**config.mk**
```make
export PLATFORM = sky130hd
export DESIGN_NAME = mem_port_arbiter
export DESIGN_NICKNAME = d
export VERILOG_FILES = /design/src/rtl/mem_port_arbiter_pkg.sv /design/src/rtl/mem_port_arbiter.sv
export SDC_FILE = /design/constraint.sdc
export NUM_CORES = 1
export LEC_CHECK = 0
export ABC_CLOCK_PERIOD_IN_PS = 5900
export CAP_MARGIN = 40
export CELL_PAD_IN_SITES_DETAIL_PLACEMENT = 1
export CELL_PAD_IN_SITES_GLOBAL_PLACEMENT = 1
export CORE_MARGIN = 2
export CORE_UTILIZATION = 34
export DETAILED_ROUTE_END_ITERATION = 8
export GPL_TIMING_DRIVEN = 1
export PLACE_DENSITY_LB_ADDON = 0.1
export SYNTH_ARGS = -nofsm -noshare
export SYNTH_HDL_FRONTEND = slang
export SYNTH_SLANG_ARGS = --single-unit
```
**constraint.sdc**
```tcl
create_clock -name clk -period 5.9 [get_ports clk]
set_input_delay 0.59 -clock clk [delete_from_list [all_inputs] [get_ports clk]]
set_output_delay 0.59 -clock clk [all_outputs]
set_load 0.05 [all_outputs]
```
**src/rtl/mem_port_arbiter_pkg.sv**
```systemverilog
// Shared encodings for the RAM port arbiter: width codes, FSM states, owner codes
// and the helper that turns a width code into the index of the last byte.
package mem_port_arbiter_pkg;

  localparam logic [1:0] MEM_W_BYTE = 2'b00;
  localparam logic [1:0] MEM_W_HALF = 2'b01;
  localparam logic [1:0] MEM_W_WORD = 2'b10;

  localparam logic [1:0] ARB_IDLE = 2'd0;
  localparam logic [1:0] ARB_BUSY = 2'd1;
  localparam logic [1:0] ARB_TAIL = 2'd2;
  localparam logic [1:0] ARB_DONE = 2'd3;

  localparam logic OWN_IF  = 1'b0;
  localparam logic OWN_MEM = 1'b1;

  localparam logic [31:0] ZERO_WORD = 32'h0000_0000;

  // Index of the final byte of an access (N-1); codes 10 and 11 are both a word.
  function automatic logic [1:0] last_idx(input logic [1:0] width);
    case (width)
      MEM_W_BYTE: last_idx = 2'd0;
      MEM_W_HALF: last_idx = 2'd1;
      default:    last_idx = 2'd3;
    endcase
  endfunction

endpackage

```
**src/rtl/mem_port_arbiter.sv**
```systemverilog
// Arbitrates the single byte-wide RAM port between instruction fetch and MEM,
// serialising each granted request into byte accesses assembled little-endian.
module mem_port_arbiter
  import mem_port_arbiter_pkg::*;
#(
  parameter int ADDR_W = 17
) (
  input  logic              clk,
  input  logic              rst,
  input  logic              if_req_i,
  input  logic [31:0]       if_addr_i,
  output logic [31:0]       if_rdata_o,
  output logic              if_done_o,
  input  logic              mem_req_i,
  input  logic              mem_we_i,
  input  logic [1:0]        mem_width_i,
  input  logic [31:0]       mem_addr_i,
  input  logic [31:0]       mem_wdata_i,
  output logic [31:0]       mem_rdata_o,
  output logic              mem_done_o,
  output logic [ADDR_W-1:0] ram_addr_o,
  output logic              ram_wr_o,
  output logic [7:0]        ram_dout_o,
  input  logic [7:0]        ram_din_i,
  output logic              rq_STALLER_o
);

  logic [1:0]        state;
  logic [1:0]        cnt;
  logic [1:0]        last;
  logic              owner;
  logic              we;
  logic [ADDR_W-1:0] addr;
  logic [31:0]       wdata;
  logic [31:0]       rdata;
  logic [1:0]        cnt_prev;
  logic              busy;

  // Upper address bits beyond the RAM width are deliberately discarded.
  logic unused_addr_bits;
  assign unused_addr_bits = ^{if_addr_i[31:ADDR_W], mem_addr_i[31:ADDR_W]};

  assign cnt_prev = cnt - 2'd1;

  // NOTE: every register, including the rdata assembly word, is cleared by the async
  // reset so a transfer aborted by reset leaves no stale data or pending completion.
  always_ff @(posedge clk or negedge rst) begin
    if (!rst) begin
      state <= ARB_IDLE;
      cnt   <= 2'd0;
      last  <= 2'd0;
      owner <= OWN_IF;
      we    <= 1'b0;
      addr  <= '0;
      wdata <= ZERO_WORD;
      rdata <= ZERO_WORD;
    end else begin
      // NOTE: non-blocking assignments throughout, so every branch sees the
      // pre-edge value of cnt/state regardless of statement order.
      case (state)
        ARB_IDLE: begin
          if (mem_req_i) begin
            owner <= OWN_MEM;
            addr  <= mem_addr_i[ADDR_W-1:0];
            we    <= mem_we_i;
            wdata <= mem_wdata_i;
            last  <= last_idx(mem_width_i);
            rdata <= ZERO_WORD;
            cnt   <= 2'd0;
            state <= ARB_BUSY;
          end else if (if_req_i) begin
            owner <= OWN_IF;
            addr  <= if_addr_i[ADDR_W-1:0];
            we    <= 1'b0;
            wdata <= ZERO_WORD;
            last  <= last_idx(MEM_W_WORD);
            rdata <= ZERO_WORD;
            cnt   <= 2'd0;
            state <= ARB_BUSY;
          end
        end
        ARB_BUSY: begin
          // RAM data lags its address by one cycle, so this captures the previous byte.
          if (!we && cnt != 2'd0) begin
            rdata[{cnt_prev, 3'b000} +: 8] <= ram_din_i;
          end
          cnt <= cnt + 2'd1;
          if (cnt == last) begin
            state <= we ? ARB_DONE : ARB_TAIL;
          end
        end
        ARB_TAIL: begin
          rdata[{last, 3'b000} +: 8] <= ram_din_i;
          state <= ARB_DONE;
        end
        default: begin
          state <= ARB_IDLE;
        end
      endcase
    end
  end

  assign busy       = (state == ARB_BUSY);
  assign ram_addr_o = busy ? addr + ADDR_W'(cnt) : '0;
  assign ram_wr_o   = busy & we;
  assign ram_dout_o = busy ? wdata[{cnt, 3'b000} +: 8] : 8'h00;

  assign if_done_o   = (state == ARB_DONE) && (owner == OWN_IF);
  assign mem_done_o  = (state == ARB_DONE) && (owner == OWN_MEM);
  assign if_rdata_o  = rdata;
  assign mem_rdata_o = rdata;

  assign rq_STALLER_o = (mem_req_i & ~mem_done_o) | (if_req_i & ~if_done_o);

endmodule
```
; After elaboration in Yosys (flattened, before gate mapping)
; Index checks and enable logic that the tools add are counted.
[totals]
ff_bits = 89
word_cells = 72
output_inout_bits = 93
in_bits = 111
[op_classes]
bitwise = 7
n_reduce_logical = 14
n_eq_ne = 8
n_mux = 25
shifts = 5
addsub = 5
[ops]
columns = op, count
row1 = 32-bit two-way mux, 4
row2 = 32-bit one-hot mux with 3 select lines, 1
row3 = 32-bit bitwise mux, 2
row4 = "8-bit by 7-bit variable shift with 32-bit output, first input constant", 2
row5 = 8-bit by 7-bit variable part select with 32-bit output, 2
row6 = 17-bit two-way mux, 3
row7 = 32-bit by 6-bit variable part select with 8-bit output, 1
row8 = 17-bit by 2-bit adder with 17-bit output, 1
row9 = 2-bit two-way mux, 7
row10 = 5-bit negator with 7-bit output, 2
row11 = 8-bit two-way mux, 1
row12 = 2-bit one-hot mux with 2 select lines, 2
row13 = 2-bit one-hot mux with 3 select lines, 1
row14 = 2-bit AND reduction, 3
row15 = 2-bit nonzero test, 3
row16 = "2-bit by 1-bit == test with 1-bit output, second input constant", 2
row17 = "2-bit == test, second input constant", 2
row18 = 2-bit logical NOT, 2
row19 = 1-bit two-way mux, 4
row20 = "2-bit by 1-bit != test with 1-bit output, second input constant", 2
row21 = 1-bit bitwise AND, 3
row22 = 1-bit logical AND, 3
row23 = "3-bit != test, second input constant", 1
row24 = 1-bit inverter, 3
row25 = 7 further kinds, 7

; Longest topological paths before layout
[logic_depth]
depth_word = 6
depth_mapped = 9
mapped_depth_nobuf = 6

; Worst setup path after synthesis
; No wires, ideal clock.
[synth_timing]
path_kind = register -> output
start = register cnt[1]
end = output port ram_addr_o[15]
setup_slack_ns = 2.774
path_stages_with_launch = 6
t_required_ns = 5.310
arrival_time_ns = 2.536
n_path_buf = 0
cell_sequence = dfrtp_1 ha_1 a21oi_1 or3_4 or4_1 a21boi_1
[synth_via]
elab_chain_cells = 2
[synth_rtl]
columns = element, line_no
row1 = start: declaration, mem_port_arbiter.sv:29  ; logic [1:0] cnt;
row2 = start signal: assignment, mem_port_arbiter.sv:87  ; cnt <= cnt + 2'd1;
row3 = 17-bit by 2-bit adder with 17-bit output, mem_port_arbiter.sv:104  ; assign ram_addr_o = busy ? addr + ADDR_W'(cnt) : '0;
row4 = 17-bit two-way mux, mem_port_arbiter.sv:104
row5 = end: declaration, mem_port_arbiter.sv:21  ; output logic [ADDR_W-1:0] ram_addr_o,
; No other way between the ends.

; Worst setup path after layout
; Same ends and word-level chain as after synthesis.

==> impl_metrics.toml <==
[status]
outcome = "finished, final reports clean"

[synth]
synthFlopType = "dfrtp_1"
yosysWarnings = 0
synth_edf_count = 0
async_flop_share = 1.00
synth_area_mm2 = 0.00489
syn_avg_cell_area_um2 = 9.85
yosysSeqAreaShare = 0.455
syn_inst = 497
synth.distinct_cells = 47
ys_ff_latch = 89
synth_nets = 626

[routing]
drt_first_pass_iters = 4
ant_nets = 0
drc = 0
wire_per_inst_um = 16.8
vias = 4102
drt-initial-drc-count = 142
wl_um = 13600
routed_via_density = 5.04

[clocking]
clkSinkCount = 89
cts_buffers = 9
post_cts_buffers = 0
holdBufCountCts = 0
worstSkewPairLatency_ns = 0.35
htree_levels = 3
path_clk_slew_ns = 0.06
cts_tree = "done"
root_buffer = "clkbuf_16"
cts_resized = 0
clockBufferDepth = 2

[floorplanning]
ios = 204
fp.dieW_um = 124
initial_core_util = 0.350
core_mm2 = 0.0140
num_rows = 43
die_y_um = 124
dieArea_mm2 = 0.0154

[setup_path]
rrSetupSlack_ns = 3.21
cp.required_ns = 5.31
critPathLaunchType = "register"
cp.arrival_ns = 3.58
crit_type = "register to output port"
reg2reg_depth = 6
cp_max_fo = 15
crit_path_end_kind = "output port"

[global_route]
grt_pass1_vias = 4286
grt_max_degree = 58
grt_pass1_wl_um = 21500
grt_overflow = 0
antenna_found_initial = 0
grtUsageTotal = 0.184

[pwr]
internal-power_mw = 1.71
clockPowerShare = 0.166
p_total_mw = 3.18
p_sw_mw = 1.47
cellPowerDensity_mw_per_mm2 = 465
p_seq_frac = 0.315
power_leakage_nw = 3.05
combPwrFrac = 0.519
swShare = 0.463
peakVddDrop_v = 0.000181

[sta]
maxSlewViolCount = 0
rsz0062_at_grt = "false"
hold_slack_ns = 0.0166
maxSlewHeadroom = 0.467
setup_viol = 0
hold_violations = 0
period_minus_slack_ns = 4.17
fin_worst_skew_ns = 0.00590
tightest_slew_ns = 0.799
fin_crit_sh = 0.706
fmax_mhz = 240
setup_tns_ns = 0

[layout]
fin_cells = 814
drive_gt1_frac = 0.0568
area_growth_syn_to_layout_pct = 40.0
layout_commonest_cell = "clkdlybuf4s50_1"
antenna_cells = 0
layout_common_cells = "clkdlybuf4s50_1 (171), nand2_1 (96), dfrtp_1 (89)"
final_nets = 759

[placement]
globalplace.congestion = 0.788
dp_hpwl_um = 10100
dp.cells = 799
io_buffer_count = 173

[min_path]
holdCritPathClass = "input pin to asynchronous set/reset pin"

[flow_run]
max_cap_violations = 0
==> final cells by class <==
class                           count  area, um^2
Clock inverter                      2        15.0
Tap cell                          180         225
Clock buffer                       13         250
Multi-Input combinational cell    340        2300
Fill cell                        1568        7140
Inverter                           10        37.5
Sequential cell                    89        2230
Timing Repair Buffer              180        1800
==> final timing paths <==
| kind | startpoint | to |
|---|---|---|
| worst max register to register | cnt[1] | if_rdata_o[7] |
| min in group clk | wdata[12] | wdata[12] |
| worst max-delay path | cnt[1] | ram_addr_o[15] |
| worst min-delay path | rst | if_rdata_o[13] |
| max in group asynchronous | rst | addr[13] |
| worst min register to register | wdata[12] | wdata[12] |
==> synth_stat cells, types with 2 or more instances <==
cell,count,area share
mux2i_1,17,0.035
a22o_1,30,0.054
ha_1,17,0.043
mux2_2,2,0.0046
nor4_1,4,0.0051
inv_1,10,0.0077
buf_2,3,0.0031
nand2_1,96,0.074
and2_1,25,0.032
a32o_1,5,0.010
buf_4,32,0.049
a21boi_0,2,0.0031
nand4_1,5,0.0064
dfrtp_1,89,0.46
o21ai_0,27,0.028
mux4_2,8,0.037
a21oi_1,4,0.0041
nand3_1,38,0.039
clkbuf_1,22,0.017
xor2_1,10,0.018
xnor2_1,4,0.0072
nor3_1,4,0.0041
nor2_1,5,0.0038
nor2b_1,14,0.018
nor3b_1,2,0.0031
==> per-layer routing <==
metal,up-vias,track usage,routed length (um),part of all wire
met5,-,0,0,0
met4,0,0.0688,247,0.018
met3,17,0.0357,642,0.047
met2,98,0.318,6920,0.51
met1,2043,0.229,5830,0.43
li1,1944,-,-,-
==> power groups by stage <==
stage                     Clock, mW  Combinational [mW]  Sequential (mW)
after global routing          0.573                1.81             1.04
after floorplan                   0                1.09             1.05
after detailed placement          0                1.67             1.02
after CTS                     0.549                1.68             1.01
final                         0.530                1.65             1.00
after global placement            0                1.63            0.998
==> metrics by stage <==
stage	setup WS [ns]	utilization	area, um^2
after global placement	2.09	0.469	6560
final	1.73	0.490	6850
after detailed placement	2.04	0.471	6590
after CTS	1.65	0.490	6850
after global routing	1.55	0.490	6850
after floorplan	2.77	-	4890
==> kinds of logic after synthesis <==
family / Yosys count / synth area share
fa+ha+maj: 18 / 0.0476
mux: 27 / 0.0762
buf+inv: 68 / 0.0775
xor+xnor: 14 / 0.0251
compound gates: 74 / 0.108
simple gates: 207 / 0.211
flops: 89 / 0.455
==> flip-flops by register name, summed over array words and instances (netlist names) <==
| signal | cells |
|---|---|
| cnt | 2 |
| addr | 17 |
| if_rdata_o | 32 |
| state | 2 |
| last | 2 |
| wdata | 32 |
| we | 1 |
| owner | 1 |
==> critical path, cell delays in order, from the launching register on <==
cell and delay (ns):
dfrtp_1 0.66, ha_1 0.43, a21oi_1 0.18, or3_4 0.46
or4_1 0.52, a21boi_1 0.15, clkdlybuf4s50_1 0.82
No activity file was read; power rests on OpenSTA's default activity.
